===== src/rtl/gen_2_2_arb.sv =====
// gen_2_2_arb: frame-granular round-robin arbiter sharing one gen_2_2 pooling-window generator
module gen_2_2_arb #(
  parameter int NUM_CH = 2,
  parameter int DATA_W = 22,
  parameter int reludata_num = 6,
  parameter int GAP = 4,
  parameter int DRAIN_MAX = 64
) (
  input  logic                       clk,
  input  logic                       rstn,
  input  logic [NUM_CH-1:0]          in_valid,
  input  logic [NUM_CH*DATA_W-1:0]   in_data,
  output logic [NUM_CH-1:0]          in_ready,
  input  logic                       gen_2_2_valid,
  output logic                       relu_valid,
  output logic [DATA_W-1:0]          relu_data,
  output logic [$clog2(NUM_CH)-1:0]  ch_sel,
  output logic                       busy,
  output logic                       frame_start,
  output logic                       frame_done,
  output logic                       err
);
  localparam int CW = $clog2(NUM_CH);
  localparam int NN = reludata_num * reludata_num;
  localparam int WIN = (reludata_num / 2) * (reludata_num / 2);
  localparam int PW = $clog2(NN + 1);
  localparam int WW = $clog2(WIN + 2);
  localparam int GW = $clog2(GAP + 1);
  localparam int DW = $clog2(DRAIN_MAX + 1);
  typedef enum logic [1:0] {IDLE, STREAM, DRAIN} state_t;
  state_t state, state_d;
  logic [CW-1:0] rr_ptr, rr_d, ch_d, gnt_hi, gnt_lo;
  logic hit_hi, xfer, rv_d, fs_d, fd_d, err_d;
  logic [PW-1:0] pix_cnt, pix_d;
  logic [WW-1:0] win_cnt, win_d;
  logic [GW-1:0] gap_cnt, gap_d;
  logic [DW-1:0] drn_cnt, drn_d;
  logic [DATA_W-1:0] sel_data, rd_d;
  // Prefer the lowest requester above the pointer, else wrap to the lowest overall
  always_comb begin
    hit_hi = 1'b0;
    gnt_hi = '0;
    gnt_lo = '0;
    for (int i = NUM_CH - 1; i >= 0; i--) begin
      if (in_valid[i] && CW'(i) > rr_ptr) begin
        hit_hi = 1'b1;
        gnt_hi = CW'(i);
      end
      if (in_valid[i]) gnt_lo = CW'(i);
    end
  end
  assign sel_data = in_data[ch_sel*DATA_W +: DATA_W];
  assign in_ready = (state == STREAM && gap_cnt == '0) ? NUM_CH'(1) << ch_sel : '0;
  assign xfer = state == STREAM && gap_cnt == '0 && in_valid[ch_sel];
  assign busy = state != IDLE;
  always_comb begin
    state_d = state;
    ch_d = ch_sel;
    rr_d = rr_ptr;
    pix_d = pix_cnt;
    drn_d = drn_cnt;
    gap_d = (gap_cnt != '0) ? gap_cnt - 1'b1 : '0;
    rv_d = 1'b0;
    rd_d = '0;
    fs_d = 1'b0;
    fd_d = 1'b0;
    // Windows are counted before any drain-exit compare; overcount saturates at WIN+1
    win_d = (gen_2_2_valid && state != IDLE && win_cnt <= WW'(WIN)) ? win_cnt + 1'b1 : win_cnt;
    err_d = gen_2_2_valid && (state == IDLE || win_cnt >= WW'(WIN));
    case (state)
      IDLE: if (|in_valid) begin
        state_d = STREAM;
        ch_d = hit_hi ? gnt_hi : gnt_lo;
        fs_d = 1'b1;
        pix_d = '0;
        win_d = '0;
        gap_d = '0;
        drn_d = '0;
      end
      STREAM: if (xfer) begin
        rv_d = 1'b1;
        rd_d = sel_data;
        pix_d = pix_cnt + 1'b1;
        gap_d = GW'(GAP - 1);
        drn_d = '0;
        state_d = (pix_cnt == PW'(NN - 1)) ? DRAIN : STREAM;
      end
      DRAIN: if (win_d == WW'(WIN)) begin
        fd_d = 1'b1;
        rr_d = ch_sel;
        state_d = IDLE;
      end else if (drn_cnt == DW'(DRAIN_MAX - 1)) begin
        err_d = 1'b1;
        rr_d = ch_sel;
        state_d = IDLE;
      end else begin
        drn_d = drn_cnt + 1'b1;
      end
      default: state_d = IDLE;
    endcase
  end
  always_ff @(posedge clk or negedge rstn) begin
    if (!rstn) begin
      state <= IDLE;
      rr_ptr <= CW'(NUM_CH - 1);
      ch_sel <= '0;
      pix_cnt <= '0;
      win_cnt <= '0;
      gap_cnt <= '0;
      drn_cnt <= '0;
      relu_valid <= 1'b0;
      relu_data <= '0;
      frame_start <= 1'b0;
      frame_done <= 1'b0;
      err <= 1'b0;
    end else begin
      state <= state_d;
      rr_ptr <= rr_d;
      ch_sel <= ch_d;
      pix_cnt <= pix_d;
      win_cnt <= win_d;
      gap_cnt <= gap_d;
      drn_cnt <= drn_d;
      relu_valid <= rv_d;
      relu_data <= rd_d;
      frame_start <= fs_d;
      frame_done <= fd_d;
      err <= err_d;
    end
  end
endmodule


===== config.mk =====
export PLATFORM = sky130hd
export DESIGN_NAME = gen_2_2_arb
export DESIGN_NICKNAME = d
export VERILOG_FILES = /design/src/rtl/gen_2_2_arb.sv
export SDC_FILE = /design/constraint.sdc
export NUM_CORES = 1
export LEC_CHECK = 0
export CELL_PAD_IN_SITES_DETAIL_PLACEMENT = 1
export CELL_PAD_IN_SITES_GLOBAL_PLACEMENT = 1
export CORE_MARGIN = 2
export CORE_UTILIZATION = 37
export CTS_BUF_LIST = sky130_fd_sc_hd__clkbuf_4 sky130_fd_sc_hd__clkbuf_8 sky130_fd_sc_hd__clkbuf_16
export CTS_CLUSTER_DIAMETER = 80
export DETAILED_ROUTE_END_ITERATION = 8
export HOLD_SLACK_MARGIN = 0.06
export PLACE_DENSITY_LB_ADDON = 0.1
export SYNTH_ARGS = -nofsm -noshare
export SYNTH_HDL_FRONTEND = slang
export SYNTH_SLANG_ARGS = --single-unit

===== constraint.sdc =====
create_clock -name clk -period 5.4 [get_ports clk]
set_clock_uncertainty 0.1 [all_clocks]
set_input_delay 1.62 -clock clk [delete_from_list [all_inputs] [get_ports clk]]
set_output_delay 1.62 -clock clk [all_outputs]
set_load 0.01 [all_outputs]

==> metrics.txt, run 1 <==
max-cap violations 0; # port buffers 78; DRC viols 0; Post-synth EDFFs 0; most frequent cells in the layout clkdlybuf4s50_1 (77), dfrtp_1 (49), nor2_1 (41); Area after DPL 3230 um2; fin. max-slew vios 0; crit-path max cell delay 0.55 ns; post-route setup slack between 1.5 and 2 ns; Cells after DPL 371; die footprint 7140 um2; Worst Max-Slew Pin Slew a little over 0.6 ns; Syn. warnings 0; PD cells 357 nW/um2; crit path max fanout 4; minimum clock period about 3.8 ns; Core Rows 29; share of cells above drive strength 1 8.28%; reg2reg path depth 7; Root Driver clkbuf_8; crit path max-delay cell type clkdlybuf4s50_1; final period utilization a little over two thirds; Mapped Cells between 200 and 250; Finish-stage setup viols 0; unrepaired setup endpoints after global routing no; hpwl dp 4090 um; most common cell after layout, fill and taps aside clkdlybuf4s50_1; Pre-antenna DRT Iters 4; first-pass GRT wire length ~9300 um; Hold WS 0.403 ns; number of antenna diodes 0; htree depth 2; pre-CTS setup slack ~1.7 ns; routed vias/inst between 5 and 6; Initial DRC Count 74; Final Hold Violating Endpoints 0; crit-path cells nor2_1, ha_1, nand2_1, nor2_1, and2_1, clkdlybuf4s50_1; Seq/Total Area, Yosys 52.3%; initial core utilization a little under two fifths; Worst setup endpoint in_ready[1]; Critical path origin gap_cnt[0]; overall global routing resource usage 16.6%; pin count of the biggest net entering global routing 51; vias in the first global route 1,993; WL per Instance 14.6 um; Syn Std Cell Area roughly 2400 um2; CTS Hold Bufs 0; CP endpoint kind output port; Yosys cell types slightly above 50; total grt overflow 0; CP Class reg -> out; Die Span Y between 80 and 90 um; peak supply drop roughly 0.00016 V; final core occ between 50% and 60%; Hold WC Path Type reg -> reg; Slew HR ~58%; register-to-register setup slack just over 3 ns; I/O pins 79; synthesized area per cell roughly 11 um2; Design Area, Final approximately 3300 um2; clk slew on worst S/H paths roughly 0.09 ns; Worst R2R Start win_cnt[0]; nets 357; R2R Path End drn_cnt[5]; area growth from synthesis to layout 38.8%; crit-path most repeated cell nor2_1; WL final between 5000 and 6000 um; fraction of registers with async set/reset 100%; Yosys reg bits 50; die width roughly 84 um; via count 1,904; Max Root-Sink Buffers 2; Post-CTS Setup Inserts 0; Leak Pwr between 1.5 and 2 nW; total clock sinks 50; Worst-Skew Late Latency around 0.30 ns; CTS tree built; WP data required approximately 3.7 ns; total power approximately 1.2 mW; critical path startpoint category register; setup TNS 0 ns; post_cts resized 0; ys flop type dfrtp_1; Syn Nets 279; status finished clean; GP Congestion about 0.84; ANT nets after route 0; Critical Path AT approximately 2.0 ns; antenna violations before repair 0; CTS Buf Count 5; Final Non-Filler Cells between 300 and 400; Core ar. 6310 um2; Achievable Freq approximately 270 MHz
-- cell families after synthesis --
family / share of synthesized area [%]
AO/OA/AOI/OAI: 10.3
XOR/XNOR: 2.19
adder cells (fa/ha/maj): 3.66
buffers and inverters: 3.92
flip-flops: 52.3
multiplexers: 11.2
AND/OR/NAND/NOR: 16.4
-- worst min path at each step --
stage / endpoint / depth (start not counted) / start
2_1_floorplan: gap_cnt[0] / 1 / gap_cnt[0]
3_3_place_gp: gap_cnt[0] / 1 / gap_cnt[0]
3_5_place_dp: gap_cnt[0] / 1 / gap_cnt[0]
4_1_cts: gap_cnt[0] / 1 / gap_cnt[0]
5_1_grt: gap_cnt[0] / 1 / gap_cnt[0]
6_report: gap_cnt[0] / 1 / gap_cnt[0]
-- flip-flops by register name, indices dropped and copies added (netlist names), 2 cells and up --
| register | cells |
|---|---|
| gap_cnt | 3 |
| state | 2 |
| pix_cnt | 6 |
| drn_cnt | 7 |
| relu_data | 22 |
| win_cnt | 4 |
-- cell usage after synthesis (2+ instances only) --
master	count	area (um2)
nor4_1	5	31.3
o211a_1	2	20.0
buf_6	2	22.5
nor4b_1	2	17.5
ha_1	7	87.6
and2_1	3	18.8
clkbuf_1	2	7.51
nand2_1	10	37.5
buf_2	3	15.0
nor3_1	2	10.0
buf_1	2	7.51
inv_1	8	30.0
a211o_1	4	35.0
xor2_1	5	43.8
o21bai_1	2	15.0
a21oi_1	3	15.0
dfrtp_1	49	1230
nand4_1	2	12.5
nand3_1	5	25.0
nand2b_1	2	12.5
o31ai_1	2	15.0
o21ai_0	8	40.0
and3_1	2	12.5
mux2_2	3	33.8
mux2i_1	22	220
nor2_1	41	154
-- final cells by class --
| cell class | count | area [um2] |
|---|---|---|
| Fill cell | 691 | 2990 |
| Sequential cell | 50 | 1250 |
| Multi-Input combinational cell | 154 | 1050 |
| Timing Repair Buffer | 81 | 798 |
| Tap cell | 77 | 96.3 |
| Clock buffer | 6 | 82.6 |
| Inverter | 9 | 33.8 |
| Clock inverter | 2 | 12.5 |
-- power by group --
group / switching, mW / internal (mW) / leakage, nW
clock network: 0.123 / 0.103 / 0.0472
registers: 0.0581 / 0.452 / 0.657
logic: 0.222 / 0.229 / 0.814
total: 0.403 / 0.784 / 1.52
-- worst max-delay path: cells and delay by family, from the launching register on --
family	cells	cell delay (ns)
buffers and inverters	1	0.55
DFF	1	0.41
adders and majority gates	1	0.27
and+or+nand+nor	4	0.51
-- layer usage --
layer,track usage [%],wire length (um),up-vias
li1,-,-,929
met1,19.7,2320,913
met2,26.9,2660,54
met3,7.77,486,8
met4,5.19,79,0
met5,0,0,-
Power figures use the tool's default switching activity.
==> run 2: changes to the inputs <==
Settings changed: CORE_UTILIZATION 37 to 35.
Clock period 5.4 ns to 3.7 ns, I/O delays scaled along.
==> metrics.txt, run 2 (synthesized netlist as in run 1, its figures left out) <==
clk slew on worst S/H paths ~0.09 ns; DRC viols 0; overall global routing resource usage between 15 and 20%; Core ar. between 6000 and 7000 um2; post_cts resized 0; I/O pins 79; Core Rows 30; hpwl dp 4440 um; Critical Path AT between 2 and 2.5 ns; vias in the first global route ~2,100; unrepaired setup endpoints after global routing no; WL final between 5000 and 6000 um; register area between 1000 and 1500 um2; sequential share of power a little over two fifths; Worst Max-Slew Pin Slew a little under 0.6 ns; Final Hold Violating Endpoints 0; pin count of the biggest net entering global routing 30; combinational share of power 37.2%; CTS Hold Bufs 0; multi-input logic area around 1000 um2; Sw Ratio 33.1%; max-cap violations 0; critical path startpoint category register; ANT nets after route 0; R2R Path End drn_cnt[0]; most common cell after layout, fill and taps aside clkdlybuf4s50_1; CTS Buf Count 5; initial core utilization 35.7%; peak supply drop roughly 0.00020 V; register-to-register setup slack 1.33 ns; Pre-antenna DRT Iters 3; Leak Pwr between 1.5 and 2 nW; CP Class reg -> out; Area after DPL 3250 um2; die width just under 90 um; largest register by flop count relu_data; fillers around 770; final period utilization 88.3%; Max Root-Sink Buffers 2; Root Driver clkbuf_8; crit path max fanout 4; Finish-stage setup viols 0; total clock sinks 50; status finished clean; Slew HR between 60 and 70%; Achievable Freq ~300 MHz; WL per Instance 15.3 um; Worst Hold Launch gap_cnt[0]; highest metal used met4; WP data required 2.49 ns; PD cells approximately 530 nW/um2; Worst-Skew Late Latency about 0.30 ns; final core occ about half; setup TNS 0 ns; first-pass GRT wire length ~10,000 um; Worst Hold Path EP gap_cnt[0]; Final Non-Filler Cells between 300 and 400; Clock power frac between 20% and 30%; area growth from synthesis to layout 40.2%; GP Congestion approximately 0.78; max reg flops 22; number of antenna diodes 0; sw power 0.591 mW; most frequent cells in the layout clkdlybuf4s50_1 (77), dfrtp_1 (49), nor2_1 (41); Top Registers relu_data x22, drn_cnt x7, pix_cnt x6; Initial DRC Count 46; Worst Hold Depth 1; reg2reg path depth 7; die footprint 7520 um2; CTS tree built; total grt overflow 0; Internal Power about 1.2 mW; met2 routed WL 2990 um; total power between 1.5 and 2 mW; antenna violations before repair 0; Hold WC Path Type reg -> reg; CP endpoint kind output port; Metal-1 WL roughly 2400 um; # port buffers 78; via count 1,948; Die Span Y between 80 and 90 um; nets about 360; Worst R2R Start win_cnt[0]; share of cells above drive strength 1 under 10%; fin. max-slew vios 0; Post-CTS Setup Inserts 0; Cells after DPL between 300 and 400; routed vias/inst a little over 5; htree depth 2; Design Area, Final between 3000 and 4000 um2; Routed met3 length 401 um; minimum clock period ~3.3 ns
## run 2: cell count changes in the layout (fill, tap and decap cells not counted), sizes merged
cell | previous run | this run
buf | 4 | 6
bufinv | 0 | 1
clkbuf | 6 | 5
clkinv | 2 | 3
clkinvlp | 1 | 0
## run 2: worst max-delay path by stage
stage,to,depth (start not counted),slack (ns),from
after floorplan,drn_cnt[0],5,1.23,gen_2_2_valid
after global placement,drn_cnt[0],6,0.59,gen_2_2_valid
after detailed placement,drn_cnt[5],6,0.55,gen_2_2_valid
after CTS,in_ready[1],6,0.38,gap_cnt[0]
after global routing,in_ready[1],6,0.26,gap_cnt[0]
final,in_ready[1],6,0.43,gap_cnt[0]
## run 2: per-stage QoR
| stage | hold slack [ns] | worst slack (ns) |
|---|---|---|
| after CTS | 0.425 | 0.378 |
| final | 0.422 | 0.435 |
| after detailed placement | 0.409 | 0.550 |
| after global placement | 0.371 | 0.590 |
| after global routing | 0.436 | 0.257 |
| after floorplan | 0.346 | 1.23 |
## run 2: final cells by class
type	instances	area share, %
tap	80	2.98
clock inverter	3	1.19
timing repair buffer	83	24.2
clock buffer	5	2.05
inverter	9	1.01
sequential	50	37.3
multi-input combinational	154	31.3
## run 2: metal layers
metal	global-route usage (%)	vias to the layer above
li1	-	938
met2	29.3	49
met4	5.26	0
met3	5.81	6
met5	0	-
met1	20.1	955
## run 2: power groups by stage
| stage | clock, mW | combinational [mW] | sequential [mW] |
|---|---|---|---|
| detailed placement | 0 | 0.672 | 0.755 |
| finish | 0.377 | 0.664 | 0.743 |
| floorplan | 0 | 0.369 | 0.761 |
| global route | 0.417 | 0.744 | 0.761 |
| CTS | 0.394 | 0.676 | 0.745 |
| global placement | 0 | 0.655 | 0.749 |
## run 2: critical path, stage by stage, from the launching register on
cell,delay (ns)
dfrtp_1,0.41
nor2_1,0.19
ha_1,0.28
nand2_1,0.07
nor2_1,0.12
and2_1,0.14
clkdlybuf4s50_1,0.56
